==> config.mk <==
export PLATFORM = sky130hd
export DESIGN_NAME = sysop_issue_unit
export DESIGN_NICKNAME = d
export VERILOG_FILES = /design/src/rtl/sysop_pkg.sv /design/src/rtl/sysop_issue_unit_ctl_edge_detect.sv /design/src/rtl/sysop_issue_unit.sv
export SDC_FILE = /design/constraint.sdc
export NUM_CORES = 1
export LEC_CHECK = 0
export CAP_MARGIN = 20
export CORE_MARGIN = 5
export CORE_UTILIZATION = 48
export DETAILED_ROUTE_END_ITERATION = 10
export PLACE_DENSITY_LB_ADDON = 0.1
export SYNTH_ARGS = -nofsm -noshare
export SYNTH_HDL_FRONTEND = slang
export SYNTH_SLANG_ARGS = --single-unit
==> constraint.sdc <==
create_clock -name clk -period 4.7 [get_ports clk]
set_input_delay 1.175 -clock clk [delete_from_list [all_inputs] [get_ports clk]]
set_output_delay 1.175 -clock clk [all_outputs]
set_load 0.005 [all_outputs]
==> src/rtl/sysop_pkg.sv <==
// sysop_pkg: shared definitions for the system-instruction issue unit.
//   - 8-bit system opcodes exchanged with the BIOS
//   - issue FSM state encoding
//   - opcode classifiers (known opcode, opcode that returns BIOS data)
package sysop_pkg;

    localparam logic [7:0] OP_NOP        = 8'h00;
    localparam logic [7:0] OP_HALT       = 8'h01;
    localparam logic [7:0] OP_SETPC      = 8'h03;
    localparam logic [7:0] OP_GETTIME    = 8'hB0;
    localparam logic [7:0] OP_LOCK       = 8'hB1;
    localparam logic [7:0] OP_RELEASE    = 8'hB2;
    localparam logic [7:0] OP_GETQUANTUM = 8'hB3;
    localparam logic [7:0] OP_SETQUANTUM = 8'hB4;
    localparam logic [7:0] OP_BIOSINT    = 8'hB5;

    typedef enum logic [1:0] {
        ST_IDLE      = 2'd0,
        ST_ISSUE     = 2'd1,
        ST_WAIT_INFO = 2'd2,
        ST_SWITCH    = 2'd3
    } state_e;

    // Opcodes that wait one extra cycle for bios_info.
    function automatic logic returns_data(input logic [7:0] op);
        return (op == OP_GETTIME) || (op == OP_GETQUANTUM);
    endfunction

    // Opcodes that are forwarded to the BIOS. NOP is not a system instruction.
    function automatic logic is_known(input logic [7:0] op);
        logic known;
        case (op)
            OP_HALT, OP_SETPC, OP_GETTIME, OP_LOCK, OP_RELEASE,
            OP_GETQUANTUM, OP_SETQUANTUM, OP_BIOSINT: known = 1'b1;
            default:                                  known = 1'b0;
        endcase
        return known;
    endfunction

endpackage

==> src/rtl/sysop_issue_unit_ctl_edge_detect.sv <==
// ctl_edge_detect: registered copy of the BIOS control level with rise/fall
// detection. While hold_i is high the registered copy is frozen, so an edge
// that arrives while the issue FSM is busy stays visible until it is idle.
// Ports:
//   clk, reset  - clock, synchronous active-high reset (copy resets to 1)
//   ctl_i       - live control level
//   hold_i      - freeze the registered copy (defer edge)
//   rise_o      - ctl_i=1 while copy=0
//   fall_o      - ctl_i=0 while copy=1
module ctl_edge_detect (
    input  logic clk,
    input  logic reset,
    input  logic ctl_i,
    input  logic hold_i,
    output logic rise_o,
    output logic fall_o
);

    logic ctl_q;
    logic ctl_d;

    // Next value of the registered control level.
    always_comb begin
        ctl_d = ctl_q;
        if (hold_i) begin
            ctl_d = ctl_q;
        end else begin
            ctl_d = ctl_i;
        end
    end

    // Control level register; resets to BIOS mode so no edge is seen at start.
    always_ff @(posedge clk) begin
        if (reset) begin
            ctl_q <= 1'b1;
        end else begin
            ctl_q <= ctl_d;
        end
    end

    assign rise_o = ctl_i & ~ctl_q;
    assign fall_o = ~ctl_i & ctl_q;

endmodule

==> src/rtl/sysop_issue_unit.sv <==
// sysop_issue_unit: turns decoded system instructions into one-cycle
// opcode/info transactions toward the BIOS, returns BIOS data to the register
// file and switches the fetch PC between BIOS code and the user process on
// edges of the BIOS control level.
// All outputs are registered: a strobe decided in cycle N is visible in N+1.
// Ports:
//   clk, reset                       - clock, synchronous active-high reset
//   inst_valid/opcode/operand        - system instruction from decode
//   inst_ready                       - instruction retired
//   processor_opcode_operation/info  - transaction to the BIOS (NOP when idle)
//   done_inst                        - instruction boundary flag
//   controll, write_process_pc       - BIOS control level, SETPC confirm
//   bios_info                        - BIOS return data
//   pc_cur / pc_load / pc_next       - fetch PC interface
//   result_we / result_data          - register-file write
//   bios_mode                        - current mode (1 = BIOS)
module sysop_issue_unit
    import sysop_pkg::*;
#(
    parameter int unsigned        DATA_W     = 32,
    parameter logic [DATA_W-1:0]  BIOS_ENTRY = {DATA_W{1'b0}}
) (
    input  logic              clk,
    input  logic              reset,
    input  logic              inst_valid,
    input  logic [7:0]        inst_opcode,
    input  logic [DATA_W-1:0] inst_operand,
    output logic              inst_ready,
    output logic [7:0]        processor_opcode_operation,
    output logic [DATA_W-1:0] processor_info,
    output logic              done_inst,
    input  logic              controll,
    input  logic              write_process_pc,
    input  logic [DATA_W-1:0] bios_info,
    input  logic [DATA_W-1:0] pc_cur,
    output logic              pc_load,
    output logic [DATA_W-1:0] pc_next,
    output logic              result_we,
    output logic [DATA_W-1:0] result_data,
    output logic              bios_mode
);

    state_e              state_q, state_d;
    logic [7:0]          opcode_q, opcode_d;
    logic [DATA_W-1:0]   info_q, info_d;
    logic                ready_q, ready_d;
    logic                done_q, done_d;
    logic                pc_load_q, pc_load_d;
    logic [DATA_W-1:0]   pc_next_q, pc_next_d;
    logic                we_q, we_d;
    logic [DATA_W-1:0]   rdata_q, rdata_d;
    logic [DATA_W-1:0]   saved_pc_q, saved_pc_d;
    logic                mode_q, mode_d;
    logic                setpc_pend_q, setpc_pend_d;
    logic                ctl_rise_s, ctl_fall_s;
    logic                setpc_wr_s;

    ctl_edge_detect u_edge (
        .clk    (clk),
        .reset  (reset),
        .ctl_i  (controll),
        .hold_i (state_q != ST_IDLE),
        .rise_o (ctl_rise_s),
        .fall_o (ctl_fall_s)
    );

    // SETPC confirmation only counts in the single cycle after a SETPC issue.
    assign setpc_wr_s = write_process_pc & setpc_pend_q;

    // Next-state and next-output logic of the issue FSM.
    always_comb begin
        state_d      = state_q;
        opcode_d     = opcode_q;
        info_d       = info_q;
        ready_d      = 1'b0;
        done_d       = 1'b1;
        pc_load_d    = 1'b0;
        pc_next_d    = pc_next_q;
        we_d         = 1'b0;
        rdata_d      = rdata_q;
        saved_pc_d   = saved_pc_q;
        mode_d       = mode_q;
        setpc_pend_d = 1'b0;

        if (setpc_wr_s) begin
            saved_pc_d = info_q;
        end else begin
            saved_pc_d = saved_pc_q;
        end

        case (state_q)
            ST_IDLE: begin
                // Control edges win over a new instruction; decode retries.
                if (ctl_rise_s) begin
                    if (!setpc_wr_s) begin
                        saved_pc_d = pc_cur;
                    end else begin
                        saved_pc_d = info_q;
                    end
                    pc_next_d = BIOS_ENTRY;
                    pc_load_d = 1'b1;
                    mode_d    = 1'b1;
                    done_d    = 1'b0;
                    state_d   = ST_SWITCH;
                end else if (ctl_fall_s) begin
                    // A PC written this very cycle is restored (bypass).
                    pc_next_d = setpc_wr_s ? info_q : saved_pc_q;
                    pc_load_d = 1'b1;
                    mode_d    = 1'b0;
                    done_d    = 1'b0;
                    state_d   = ST_SWITCH;
                end else if (inst_valid) begin
                    if (is_known(inst_opcode)) begin
                        opcode_d = inst_opcode;
                        info_d   = inst_operand;
                        state_d  = ST_ISSUE;
                    end else begin
                        ready_d = 1'b1;
                    end
                end else begin
                    state_d = ST_IDLE;
                end
            end
            ST_ISSUE: begin
                opcode_d = OP_NOP;
                if (returns_data(opcode_q)) begin
                    done_d  = 1'b0;
                    state_d = ST_WAIT_INFO;
                end else begin
                    ready_d      = 1'b1;
                    setpc_pend_d = (opcode_q == OP_SETPC);
                    state_d      = ST_IDLE;
                end
            end
            ST_WAIT_INFO: begin
                rdata_d = bios_info;
                we_d    = 1'b1;
                ready_d = 1'b1;
                state_d = ST_IDLE;
            end
            ST_SWITCH: begin
                opcode_d = OP_NOP;
                state_d  = ST_IDLE;
            end
            default: begin
                opcode_d = OP_NOP;
                state_d  = ST_IDLE;
            end
        endcase
    end

    // State and output registers.
    always_ff @(posedge clk) begin
        if (reset) begin
            state_q      <= ST_IDLE;
            opcode_q     <= OP_NOP;
            info_q       <= {DATA_W{1'b0}};
            ready_q      <= 1'b0;
            done_q       <= 1'b1;
            pc_load_q    <= 1'b0;
            pc_next_q    <= {DATA_W{1'b0}};
            we_q         <= 1'b0;
            rdata_q      <= {DATA_W{1'b0}};
            saved_pc_q   <= {DATA_W{1'b0}};
            mode_q       <= 1'b1;
            setpc_pend_q <= 1'b0;
        end else begin
            state_q      <= state_d;
            opcode_q     <= opcode_d;
            info_q       <= info_d;
            ready_q      <= ready_d;
            done_q       <= done_d;
            pc_load_q    <= pc_load_d;
            pc_next_q    <= pc_next_d;
            we_q         <= we_d;
            rdata_q      <= rdata_d;
            saved_pc_q   <= saved_pc_d;
            mode_q       <= mode_d;
            setpc_pend_q <= setpc_pend_d;
        end
    end

    assign processor_opcode_operation = opcode_q;
    assign processor_info             = info_q;
    assign inst_ready                 = ready_q;
    assign done_inst                  = done_q;
    assign pc_load                    = pc_load_q;
    assign pc_next                    = pc_next_q;
    assign result_we                  = we_q;
    assign result_data                = rdata_q;
    assign bios_mode                  = mode_q;

endmodule

==> reports/qor.txt, run 1 <==
register area share after synthesis = 0.493
Netlist cell types = 34
HPWL after detailed placement = 12200 um
Synthesized Nets = 774
first-pass GRT wire length = 28700 um
antenna violation net count after detailed routing = 0
total grt overflow = 0
status = finished, final reports clean
Post-Place Cells = 971
Reg-to-Reg Start = u_edge.ctl_q
FILL cells = 947
critical path launch point type = input pin
Critical Path Sink Type = flip-flop
synth top area cells = dfxtp_1 49%, mux2i_1 7.6%, a21oi_1 5.6%
cell taking the most area after synthesis = dfxtp_1
actual slew at the worst max-slew pin = 0.898 ns
fraction of registers with async set/reset = 0
slowest CP cell = nor2_2
# hold bufs at CTS = 0
Worst Hold Class = reg2reg
Buffers on Ports = 217
Worst-Skew Late Latency = 0.42 ns
worst hold slack = 0.446 ns
final core occ = 0.718
synth-to-layout area growth = 46.5%
Post-synth EDFFs = 0
Yosys reg bits = 145
Setup WS post-layout = 1.45 ns
Max Freq = 307 MHz
post-route cell area = 8630 um^2
I/O pin cnt = 218
crit path time final = 3.25 ns
pwr dens = 353 nW/um^2
worst hold stages = 2
clock-pin slew on the worst setup and hold paths = 0.06 ns
final WL = 18200 um
Top FF cell, synth = dfxtp_1
R2R cell count = 5
# diodes = 0
Yosys top cell area share = 0.493
Placer Congestion = 0.819
Max H-tree Level = 4
drt wl/cell = 18.1 um
pre-CTS setup slack = 1.04 ns
Rows = 40
width of the die = 121 um
Synth Warn # = 0
commonest cells after routing, fill and taps aside = 216 x clkdlybuf4s50_1, 145 x dfxtp_1, 85 x nand2_1, 66 x a21oi_1, 63 x nor2_1
Syn Std Cell Area = 5890 um^2
setup TNS = 0 ns
clock sink count = 145
largest net degree at the start of global routing = 78
Hold Fails Final Rpt = 0
CTS Root Cell = clkbuf_16
critical path data arrival time = 3.61 ns
Initial Util = 0.490
post-CTS setup buffers = 0
crit share post-route = 0.693
initial antenna violation count = 0
Post-Syn Instances = 663
CTS max path bufs = 2
max cap viols = 0
Reg area = 2900 um^2
total CTS buffers = 17
CTS tree = done
drc violations = 0
Tot GR Track Use = 0.246
Pwr Total = 3.05 mW
via-per-instance ratio = 5.69
via count of the first global-routing pass = 5666
Final Non-Filler Cells = 1004
worst IR drop on VDD = 0.000286 V
crit path cell chain = clkdlybuf4s50_1, inv_1, ha_1, or3_4, nor2_2, a22oi_1, nor2_1
core footprint = 12000 um^2
most common cell after layout, fill and taps aside = clkdlybuf4s50_1
Multi-input gate area = 2700 um^2
Die Ht = 121 um
Hold Startpoint = pc_next[23]
Worst Setup SP = controll
Worst Skew = 0.00795 ns
Setup-failing EPs final = 0
DRT iter0 DRCs = 314
Pins Over Slew Limit = 0
1st-pass router iterations = 5
post-place instance area = 8020 um^2
Static Leak = 3.19 nW
Slew headroom = 0.401
routed via count = 5715
Setup CP Type = in2reg
Die Area = 14600 um^2
post-CTS resize count = 0
max incr delay on CP = 0.72 ns
share of cells above drive strength 1 = 0.0793
largest fanout on the critical path = 22
worst endpoint required time = 5.05 ns
RSZ-0062 raised after global routing = no
Final nets = 957
syn_area_per_cell = 8.88 um^2
-- cell type report --
class                      count  area share
sequential                   145       0.336
multi-input combinational    452       0.313
timing repair buffer         227       0.262
clock buffer                  24      0.0570
tap                          147      0.0213
clock inverter                 6     0.00928
inverter                       3     0.00130
-- where the power goes --
group / internal [mW] / total [mW] / switching (mW) / leakage (nW)
clock: 0.828 / 1.31 / 0.481 / 0.286
combinational: 0.213 / 0.431 / 0.218 / 1.73
sequential: 1.28 / 1.31 / 0.0306 / 1.17
total: 2.32 / 3.05 / 0.729 / 3.19
-- path summary, 6_finish.rpt --
check,end,slack (ns)
worst max-delay path,pc_next[8],1.45
worst max register to register,pc_next[8],2.48
worst min register to register,pc_next[23],0.45
worst min-delay path,pc_next[23],0.45
-- state kept, by name (all words and copies together), names as in the netlist --
register	count
u_edge.ctl_q	1
pc_next	32
result_data	32
inst_ready	1
pc_load	1
saved_pc_q	32
done_inst	1
setpc_pend_q	1
processor_info	32
result_we	1
state_q	2
bios_mode	1
processor_opcode_operation	8
-- cells in the mapped netlist, drive strengths merged (3+ instances only) --
library cell / number
a211oi: 33
a21oi: 66
a22oi: 19
and3: 5
buf: 20
clkbuf: 43
dfxtp: 145
inv: 3
mux2: 19
mux2i: 45
nand2: 86
nand3: 3
nand4: 36
nor2: 65
nor3: 3
o21ai: 51
-- routing by layer --
layer	wire length [um]	GRT usage	up-vias
li1	-	-	2720
met1	7030	0.277	2717
met2	8990	0.416	241
met3	1780	0.104	37
met4	370	0.0892	0
met5	0	0	-
-- worst max-delay path, delay by kind of cell --
kind | cells | cell delay, ns
adder cells (fa/ha/maj) | 1 | 0.35
AND/OR/NAND/NOR | 3 | 1.34
buffers and inverters | 2 | 0.56
AO/OA/AOI/OAI | 1 | 0.17
-- cells by family (layout without fill, tap and decap cells) --
kind of cell,Yosys count,in the layout,share of synthesized area
XOR/XNOR,1,1,0.00149
multiplexers,64,64,0.113
adder cells (fa/ha/maj),2,2,0.00425
AO/OA/AOI/OAI,176,176,0.176
flip-flops,145,145,0.493
buffers and inverters,66,260,0.0520
AND/OR/NAND/NOR,209,209,0.161
No activity file was read; power rests on OpenSTA's default activity.
==> inputs of run 2 (changes only) <==
- CORE_UTILIZATION: 48 -> 40
- clock period: 4.7 -> 2.87 ns (I/O delays scaled with it)
==> run 2 against run 1 <==
Net effect:
- clock skew fell by 0.0035 ns
- combinational power is 69% higher
- die area is 18% higher
- worst hold slack worse by 0.0018 ns
- sequential cell count unchanged
- utilization shrank 11 points
- critical path depth fell by 1
- sequential power rose by 64%
- global-route usage is 3.9 points lower
- sequential share of layout area shrank 0.47 points
- critical path type unchanged
- largest cell class unchanged
- highest routed layer unchanged
==> reports/qor.txt, run 2 (synthesis results as in run 1) <==
FILL cells = 1275 (+35%)
final WL = 18600 um (+2.3%)
Die Area = 17300 um^2 (+18%)
worst hold stages = 2 (unchanged)
Placer Congestion = 0.802 (-2.1%)
worst IR drop on VDD = 0.000384 V (+34%)
Tot GR Track Use = 0.207 (-0.0390)
Setup-failing EPs final = 0 (unchanged)
RSZ-0062 raised after global routing = no
largest net degree at the start of global routing = 56 (-28%)
routed via count = 5589 (-2.2%)
Setup CP Type = in2reg
Reg area = 2900 um^2 (unchanged)
HPWL after detailed placement = 13100 um (+7.1%)
Critical Path Sink Type = flip-flop
actual slew at the worst max-slew pin = 0.899 ns (+0.000475 ns)
Max H-tree Level = 4 (unchanged)
worst endpoint required time = 3.21 ns (-1.84 ns)
R2R cell count = 6 (+1)
first-pass GRT wire length = 29300 um (+2.1%)
Slew headroom = 0.399 (-0.00253)
crit path time final = 2.33 ns
via-per-instance ratio = 5.32 (-6.6%)
Final nets = 967 (+1.0%)
most common cell after layout, fill and taps aside = clkdlybuf4s50_1
share of cells above drive strength 1 = 0.0900 (+0.0106)
drt wl/cell = 17.7 um (-2.3%)
max cap viols = 0 (unchanged)
Rows = 44 (+10%)
clock sink count = 145 (unchanged)
Initial Util = 0.407 (-0.0836)
Pins Over Slew Limit = 0 (unchanged)
core footprint = 14500 um^2 (+21%)
total CTS buffers = 17 (unchanged)
1st-pass router iterations = 5 (unchanged)
Worst Skew = 0.00440 ns (-0.00355 ns)
status = finished, final reports clean
Multi-input gate area = 2700 um^2 (unchanged)
commonest cells after routing, fill and taps aside = 216 x clkdlybuf4s50_1, 145 x dfxtp_1, 85 x nand2_1, 66 x a21oi_1, 63 x nor2_1
setup TNS = 0 ns (unchanged)
CTS Root Cell = clkbuf_16
# diodes = 0 (unchanged)
critical path data arrival time = 2.66 ns (-0.95 ns)
final core occ = 0.604 (-0.114)
total grt overflow = 0 (unchanged)
worst hold slack = 0.444 ns (-0.00180 ns)
Static Leak = 3.23 nW (+1.4%)
crit share post-route = 0.811
post-CTS resize count = 0 (unchanged)
Final Non-Filler Cells = 1051 (+4.7%)
Post-Place Cells = 1021 (+5.1%)
Die Ht = 131 um (+8.8%)
post-CTS setup buffers = 0 (unchanged)
Pwr Total = 4.90 mW (+61%)
Worst-Skew Late Latency = 0.41 ns (about the same)
critical path launch point type = input pin
largest fanout on the critical path = 13 (-41%)
# hold bufs at CTS = 0 (unchanged)
DRT iter0 DRCs = 493 (+57%)
via count of the first global-routing pass = 5610 (-0.99%)
clock-pin slew on the worst setup and hold paths = 0.06 ns (about the same)
drc violations = 0 (unchanged)
pwr dens = 560 nW/um^2 (+59%)
width of the die = 131 um (+8.8%)
I/O pin cnt = 218 (unchanged)
CTS tree = done
initial antenna violation count = 0 (unchanged)
Buffers on Ports = 217 (unchanged)
synth-to-layout area growth = 48.6%
Hold Fails Final Rpt = 0 (unchanged)
Worst Hold Class = reg2reg
Max Freq = 430 MHz
antenna violation net count after detailed routing = 0 (unchanged)
CTS max path bufs = 2 (unchanged)
run 2: cell types whose count changed in the layout (fill, tap and decap cells not counted), sizes merged:
cell    delta
clkinv     +2
bufinv     -1
buf       +10
clkbuf     -1
run 2: cell type report:
| type | count | share of cell area |
|---|---|---|
| Timing Repair Buffer | 237 | 0.271 |
| Multi-Input combinational cell | 452 | 0.309 |
| Sequential cell | 145 | 0.332 |
| Inverter | 3 | 0.00129 |
| Clock buffer | 23 | 0.0546 |
| Clock inverter | 7 | 0.00686 |
| Tap cell | 184 | 0.0263 |
run 2: where the power goes:
group / internal, mW / leakage, nW / switching, mW
clock: 1.24 / 0.272 / 0.788
sequential: 2.10 / 1.17 / 0.0511
combinational: 0.367 / 1.79 / 0.360
run 2: final timing paths:
kind,slack (ns),to,start
min reg2reg,0.44,pc_next[16],pc_next[16]
max reg2reg,1.03,processor_opcode_operation[6],u_edge.ctl_q
max,0.54,pc_next[10],controll
min,0.44,pc_next[16],pc_next[16]
run 2: worst max-delay path: stages:
cell             delay (ns)
clkdlybuf4s50_1        0.52
inv_1                  0.06
ha_1                   0.35
or3_4                  0.41
or3_4                  0.43
o21ai_0                0.18
run 2: per-layer routing:
layer  global-route usage  vias up  share of wire
li1                     -     2729              -
met1                0.249     2627           0.42
met2                0.338      213           0.48
met3               0.0868       20          0.094
met4               0.0646        0          0.013
met5                    0        -              0
run 2: metrics by stage:
step	setup WS, ns	area, um^2
3_5_place_dp	0.115	8210
5_1_grt	0.487	8750
2_1_floorplan	0.803	5890
6_report	0.544	8750
4_1_cts	0.572	8750
3_3_place_gp	0.178	8210
==> inputs of run 3 (changes only) <==
- CORE_UTILIZATION: 40 -> 44
- clock period: 2.87 -> 2.45 ns (I/O delays scaled with it)
==> run 3 against run 2 <==
Net effect:
- final cell count rose by 0.48%
- utilization up 7.0 points
- worst setup slack worse by 0.27 ns
- register-to-register slack worse by 0.34 ns
- critical path depth grew 1
==> reports/qor.txt, run 3 (synthesis results as in run 1) <==
setup TNS = 0 ns (unchanged)
Worst Setup EP = pc_next[27]
drc violations = 0 (unchanged)
worst IR drop on VDD = 0.000369 V (-4.1%)
Setup CP Type = in2reg
most common cell after layout, fill and taps aside = clkdlybuf4s50_1
Reg-to-Reg Start = u_edge.ctl_q
total grt overflow = 0 (unchanged)
Reg2Reg Setup Slack = 0.69 ns (-0.34 ns)
Placer Congestion = 0.805 (+0.32%)
Max Freq = 459 MHz
post-CTS resize count = 0 (unchanged)
via-per-instance ratio = 5.37 (+0.90%)
core footprint = 13200 um^2 (-8.9%)
post-CTS setup buffers = 0 (unchanged)
CTS max path bufs = 2 (unchanged)
routed via count = 5666 (+1.4%)
Max H-tree Level = 4 (unchanged)
status = finished, final reports clean
Pwr Total = 5.88 mW (+20%)
clock sink count = 145 (unchanged)
Slew headroom = 0.432 (+0.0332)
Buffers on Ports = 217 (unchanged)
Hold Fails Final Rpt = 0 (unchanged)
final core occ = 0.674 (+0.0700)
Worst Skew = 0.00514 ns (+0.000732 ns)
Final nets = 978 (+1.1%)
first-pass GRT wire length = 29000 um (-0.94%)
Worst Hold Class = reg2reg
largest net degree at the start of global routing = 61 (+8.9%)
largest fanout on the critical path = 13 (unchanged)
worst endpoint required time = 2.80 ns (-0.41 ns)
Setup-failing EPs final = 0 (unchanged)
critical path data arrival time = 2.53 ns (-0.13 ns)
Pins Over Slew Limit = 0 (unchanged)
clock-pin slew on the worst setup and hold paths = 0.06 ns (about the same)
# diodes = 0 (unchanged)
drt wl/cell = 17.3 um (-2.2%)
synth-to-layout area growth = 51.1%
Initial Util = 0.446 (+0.0397)
antenna violation net count after detailed routing = 0 (unchanged)
share of cells above drive strength 1 = 0.0989 (+0.00890)
RSZ-0062 raised after global routing = no
max cap viols = 0 (unchanged)
commonest cells after routing, fill and taps aside = 216 x clkdlybuf4s50_1, 145 x dfxtp_1, 85 x nand2_1, 66 x a21oi_1, 63 x nor2_1
DRT iter0 DRCs = 209 (-58%)
worst hold slack = 0.447 ns (+0.00240 ns)
CTS Root Cell = clkbuf_16
Multi-input gate area = 2700 um^2 (unchanged)
I/O pin cnt = 218 (unchanged)
total CTS buffers = 17 (unchanged)
# hold bufs at CTS = 0 (unchanged)
pwr dens = 661 nW/um^2 (+18%)
critical path launch point type = input pin
R2R cell count = 6 (unchanged)
1st-pass router iterations = 4 (-1)
worst hold stages = 2 (unchanged)
crit path time final = 2.18 ns
Static Leak = 3.31 nW (+2.5%)
via count of the first global-routing pass = 5828 (+3.9%)
Reg area = 2900 um^2 (unchanged)
r2r endpoint = processor_opcode_operation[6]
CTS tree = done
width of the die = 126 um (-4.3%)
Worst Setup SP = controll
HPWL after detailed placement = 13100 um (about the same)
Die Area = 15800 um^2 (-8.4%)
Die Ht = 126 um (-4.3%)
initial antenna violation count = 0 (unchanged)
final WL = 18300 um (-1.7%)
FILL cells = 1097 (-14%)
Tot GR Track Use = 0.225 (+0.0181)
actual slew at the worst max-slew pin = 0.849 ns (-0.0497 ns)
Rows = 42 (-4.5%)
Critical Path Sink Type = flip-flop
Worst-Skew Late Latency = 0.42 ns (about the same)
crit share post-route = 0.889
run 3: stage by stage:
step,setup slack (ns),area [um^2],std cells
2_1_floorplan,0.488,5890,663
3_3_place_gp,-0.0784,8340,1024
3_5_place_dp,-0.144,8340,1024
4_1_cts,0.253,8900,1056
5_1_grt,0.0535,8900,1056
6_report,0.271,8900,1056
run 3: report_power, final:
group,switching [mW],total (mW),internal [mW],leakage [nW]
Sequential,0.0582,2.51,2.46,1.17
Combinational,0.431,0.890,0.460,1.86
Clock,0.927,2.47,1.55,0.276
Total,1.42,5.88,4.46,3.31
run 3: layout make-up:
cell class	count	share of cell area
tap	176	0.0248
sequential	145	0.326
multi-input combinational	452	0.304
clock inverter	6	0.00900
inverter	3	0.00127
timing repair buffer	248	0.281
clock buffer	26	0.0539
run 3: per-layer routing:
metal  GRT usage  routed length, um  up-vias
met3      0.0838               1530       37
met5           0                  0        -
met1       0.255               7310     2673
met4      0.0861                408        0
li1            -                  -     2761
met2       0.386               9010      195
run 3: worst min path at each step:
stage / slack, ns / end / startpoint
final: 0.45 / pc_next[16] / pc_next[16]
after global routing: 0.47 / pc_next[16] / pc_next[16]
after CTS: 0.45 / pc_next[16] / pc_next[16]
after detailed placement: 0.44 / pc_next[16] / pc_next[16]
after global placement: 0.43 / pc_next[16] / pc_next[16]
after floorplan: 0.44 / pc_next[1] / pc_next[1]
run 3: worst max-delay path, cell delays in order:
cell	delay [ns]
clkdlybuf4s50_1	0.50
inv_1	0.06
ha_1	0.37
nor3_1	0.09
nor2_1	0.66
nand2_1	0.13
o21ai_1	0.10
